## src/rtl/countdown_ctrl.sv

```systemverilog
// Down-counter sequencer: prescaled count-to-zero for a number of rounds, with pause/abort.
// Build option STICKY_DONE_EN: done stays high after completion until the next accepted start.
module countdown_ctrl #(
    parameter int WIDTH    = 4,
    parameter int PRESCALE = 4,
    parameter int ROUNDS_W = 3
) (
    input  logic                clk,
    input  logic                rst,
    input  logic                start,
    input  logic [WIDTH-1:0]    load_val,
    input  logic [ROUNDS_W-1:0] rounds,
    input  logic                pause,
    input  logic                abort,
    output logic [WIDTH-1:0]    qOut,
    output logic                busy,
    output logic                tc,
    output logic                done,
    output logic [ROUNDS_W-1:0] round_cnt
);

    typedef enum logic [1:0] {IDLE, RUN, HOLD, DONE} state_t;

    localparam int PW = (PRESCALE > 1) ? $clog2(PRESCALE) : 1;

    state_t              state;
    logic [PW-1:0]       presc;
    logic [WIDTH-1:0]    load_q;
    logic [ROUNDS_W-1:0] rounds_q;
    logic                tick;
    logic [ROUNDS_W-1:0] next_round;

    assign tick       = (presc == PW'(PRESCALE - 1));
    assign next_round = round_cnt + 1'b1;

    always_ff @(posedge clk) begin
        if (!rst) begin
            state     <= IDLE;
            presc     <= '0;
            load_q    <= '0;
            rounds_q  <= '0;
            qOut      <= '0;
            busy      <= 1'b0;
            tc        <= 1'b0;
            done      <= 1'b0;
            round_cnt <= '0;
        end else begin
            tc <= 1'b0;
`ifndef STICKY_DONE_EN
            done <= 1'b0;
`endif
            case (state)
                IDLE: begin
                    if (start && !abort) begin
                        state     <= RUN;
                        busy      <= 1'b1;
                        qOut      <= load_val;
                        presc     <= '0;
                        round_cnt <= '0;
                        load_q    <= load_val;
                        rounds_q  <= (rounds == '0) ? ROUNDS_W'(1) : rounds;
`ifdef STICKY_DONE_EN
                        done      <= 1'b0;
`endif
                    end
                end
                RUN, HOLD: begin
                    if (abort) begin
                        state <= IDLE;
                        busy  <= 1'b0;
                        qOut  <= '0;
                    end else if (pause) begin
                        // prescaler and counter freeze; a pending tick is deferred, not dropped
                        state <= HOLD;
                    end else begin
                        state <= RUN;
                        presc <= tick ? '0 : presc + 1'b1;
                        if (tick) begin
                            if (qOut != '0) begin
                                qOut <= qOut - 1'b1;
                            end else begin
                                tc        <= 1'b1;
                                round_cnt <= next_round;
                                if (next_round == rounds_q) begin
                                    state <= DONE;
                                    busy  <= 1'b0;
                                    done  <= 1'b1;
                                    qOut  <= '0;
                                end else begin
                                    qOut <= load_q;
                                end
                            end
                        end
                    end
                end
                DONE:    state <= IDLE;
                default: state <= IDLE;
            endcase
        end
    end

endmodule

```

## config.mk

```make
export PLATFORM = sky130hd
export DESIGN_NAME = countdown_ctrl
export DESIGN_NICKNAME = d
export VERILOG_FILES = /design/src/rtl/countdown_ctrl.sv
export SDC_FILE = /design/constraint.sdc
export NUM_CORES = 1
export LEC_CHECK = 0
export BUFFER_PORTS_ARGS = -buffer_cell sky130_fd_sc_hd__buf_2
export CAP_MARGIN = 20
export CORE_MARGIN = 5
export CORE_UTILIZATION = 49
export CTS_CLUSTER_DIAMETER = 200
export DETAILED_ROUTE_END_ITERATION = 7
export PLACE_DENSITY = 0.74
export REMOVE_ABC_BUFFERS = 1
export SLEW_MARGIN = 30
export SYNTH_ARGS = -nofsm -noshare
export SYNTH_HDL_FRONTEND = slang
export SYNTH_SLANG_ARGS = --single-unit
```

## constraint.sdc

```tcl
create_clock -name clk -period 1.75 [get_ports clk]
set_input_delay 0.2625 -clock clk [delete_from_list [all_inputs] [get_ports clk]]
set_output_delay 0.2625 -clock clk [all_outputs]
set_load 0.03 [all_outputs]
```

==> out/qor.yml <==
pwr:
  pwr-share-comb: 0.358
  swShare: 0.352
  cellInternalPower_w: 0.000806
  leakage_nw: 0.646
  p_per_area_nw_per_um2: 820
  switchingPower_w: 0.000439
  clkPwrFrac: 0.196
  power_frac_seq: 0.446
  peakVddDrop_mv: 0.703
  p_total_w: 0.00124
logic_synthesis:
  syn_area_per_cell_um2: 9.35
  yosysTopAreaCell: "dfxtp_1"
  synth_common_cells: "dfxtp_1 (21), nand2b_1 (10), nand2_1 (9)"
  synthFlopType: "dfxtp_1"
  ys_top_cells_by_area: "dfxtp_1 (34%), ha_1 (7.0%), nand2b_1 (5.0%), mux2i_1 (4.8%), nor2b_1 (4.0%)"
  synth_area_um2: 1240
  yosysUniqueCellTypes: 40
  yosysSeqAreaShare: 0.338
  synth.most_common_cell: "dfxtp_1"
  synth_cells: 133
  ys_ff_latch: 21
  yosysWarnings: 0
  yosys.area.top_type_share: 0.338
  synth_edf_count: 0
  synthArstFlopShare: 0
clocking:
  clockBufferDepth: 2
  h-tree-depth: 1
  numClockSinks: 21
  cts-buffers-inserted: 3
  insertion_delay_ns: 0.32
  tritoncts: "yes"
  path_clk_slew_ns: 0.12
  hold_buffers: 0
  root_buffer: "clkbuf_4"
timing:
  period_needed_ns: 1.67
  hold_ws_ns: 0.194
  period_share: 0.952
  max_freq_mhz: 600
  slew_headroom: 0.778
  setup_viol: 0
  tightestPinTransition_ns: 0.332
  slew_viol_final: 0
  finalHoldViolations: 0
  finClkSkew_ns: 0.00199
global_routing:
  grt_pass1_vias: 1097
  antenna_found_initial: 0
  grt_remaining_overflow: 0
  grt_pass1_wl_um: 4790
  grt_max_degree: 21
  grt.total_usage: 0.175
critical_path:
  crit_fanout: 6
  end_kind: "register"
  slowest_delay_ns: 0.34
  crit_family: "compound AO/OA/AOI/OAI gates"
  crit_arrival_ns: 1.88
  reg2reg_depth: 7
  reg2reg_to: "qOut[0]"
  crit_chain: "inv_1 -> ha_4 -> and2b_2 -> a221oi_4 -> buf_4 -> o311a_1 -> a21oi_1"
  cp-startpoint: "state[0]"
  crit_slowest_cell: "dfxtp_2"
  startpoint_type: "register"
  critPathRequiredTime_ns: 1.96
  path_class: "register to register"
  path_buf_inv: 2
  r2r-start: "state[0]"
  rrSetupSlack_ns: 0.08
outcome:
  status: "finished clean"
route:
  drt_pass1_iterations: 4
  wl_per_cell_um: 15.0
  dr_total_vias: 1110
  viasPerCell: 5.72
  route.detailed.drc: 0
  drt_iter0_markers: 31
  drtAntennaViolNets: 0
  drt-total-wl_um: 2910
cells_and_area:
  diodes: 0
  drive_above_1_share: 0.323
  area_growth_pct: 22.0
  final_area_um2: 1520
  utilization: 0.618
  nNetsFinal: 184
  finalNonFillerCells: 194
  nFillCells: 235
placed_design:
  post-dp-hpwl_um: 2160
  place_congestion: 0.864
  io_buffers: 21
  dp.cells: 189
  placed_area_um2: 1430
hold_path:
  min_path_type: "input port to register"
  holdPathStages: 2
  hold_start: "pause"
  holdPathEnd: "done"
floorplanning:
  die_x_um: 60.4
  core_um2: 2450
  die_y_um: 60.4
  dieArea_um2: 3650
  rows: 18
  start_util: 0.507
  io-pin-count: 22
run:
  drv_cap: 0
==> placed cells by master (no fill, tap or decap), types with 5 or more instances in the layout <==
cell      synthesis  final
buf_4             0     11
mux2i_1           6      6
nand3_1           5      5
buf_2             1     21
o21ai_0           7      6
nand2_1           9      9
nand2b_1         10      9
nor2b_1           8      8
ha_1              7      5
dfxtp_1          21     17
inv_1             5      5
==> cell type report <==
cell class	instances	area [um^2]	share of cell area
inverter	5	18.8	0.0124
clock inverter	1	5.00	0.00330
sequential	21	425	0.280
clock buffer	3	22.5	0.0148
timing repair buffer	32	188	0.124
tap	30	37.5	0.0247
multi-input combinational	102	821	0.541
==> per-stage QoR <==
step	worst slack, ns	TNS [ns]
2_1_floorplan	-0.0622	-0.0892
3_3_place_gp	0.0435	0
3_5_place_dp	-0.00827	-0.00827
4_1_cts	0.0285	0
5_1_grt	-0.000521	-0.000521
6_report	0.0841	0
==> worst max-delay path by stage <==
stage	end	slack (ns)	cells after the start
finish	qOut[0]	0.08	7
CTS	qOut[2]	0.03	7
global route	qOut[0]	-0.0005	7
floorplan	busy	-0.06	5
global placement	qOut[2]	0.04	7
detailed placement	qOut[2]	-0.008	7
==> routing by layer <==
layer	vias up	track usage	wire, um
li1	546	-	-
met1	528	0.224	1290
met2	29	0.292	1420
met3	7	0.0255	135
met4	0	0.0759	65
met5	-	0	0
==> sequential cells by signal, summed over array words and instances (netlist names) <==
| register | flops |
|---|---|
| load_q | 4 |
| qOut | 4 |
| round_cnt | 3 |
| busy | 1 |
| state | 2 |
| done | 1 |
| rounds_q | 3 |
| tc | 1 |
| presc | 2 |
==> worst reg2reg max path, stage by stage, from the launching register on <==
cell and delay (ns):
dfxtp_2 0.34, inv_1 0.11, ha_4 0.24, and2b_2 0.23, a221oi_4 0.25, buf_4 0.17
o311a_1 0.16, a21oi_1 0.06
==> cells by family (layout without fill, tap and decap cells) <==
group,count (synthesis),count (layout),share of synthesized area
buf+inv,10,41,0.0372
fa+ha+maj,7,7,0.0704
xor+xnor,3,3,0.0533
flops,21,21,0.338
simple gates,52,52,0.243
compound gates,33,33,0.200
mux,7,7,0.0573
==> what timing repair did <==
action | CTS | global route
resized for setup | 2 | 12
cloned | 0 | 0
setup buffers | 0 | 1
setup endpoints to repair | 5 | 8
pin swaps | 1 | 1
hold endpoints to repair | 0 | 0
==> power groups by stage <==
stage	logic, W	clock network [W]	registers (W)
2_1_floorplan	0.000234	0	0.000591
3_3_place_gp	0.000395	0	0.000559
3_5_place_dp	0.000405	0	0.000563
4_1_cts	0.000416	0.000252	0.000552
5_1_grt	0.000484	0.000272	0.000561
6_report	0.000446	0.000243	0.000555
(Power assumes the default switching activity.)
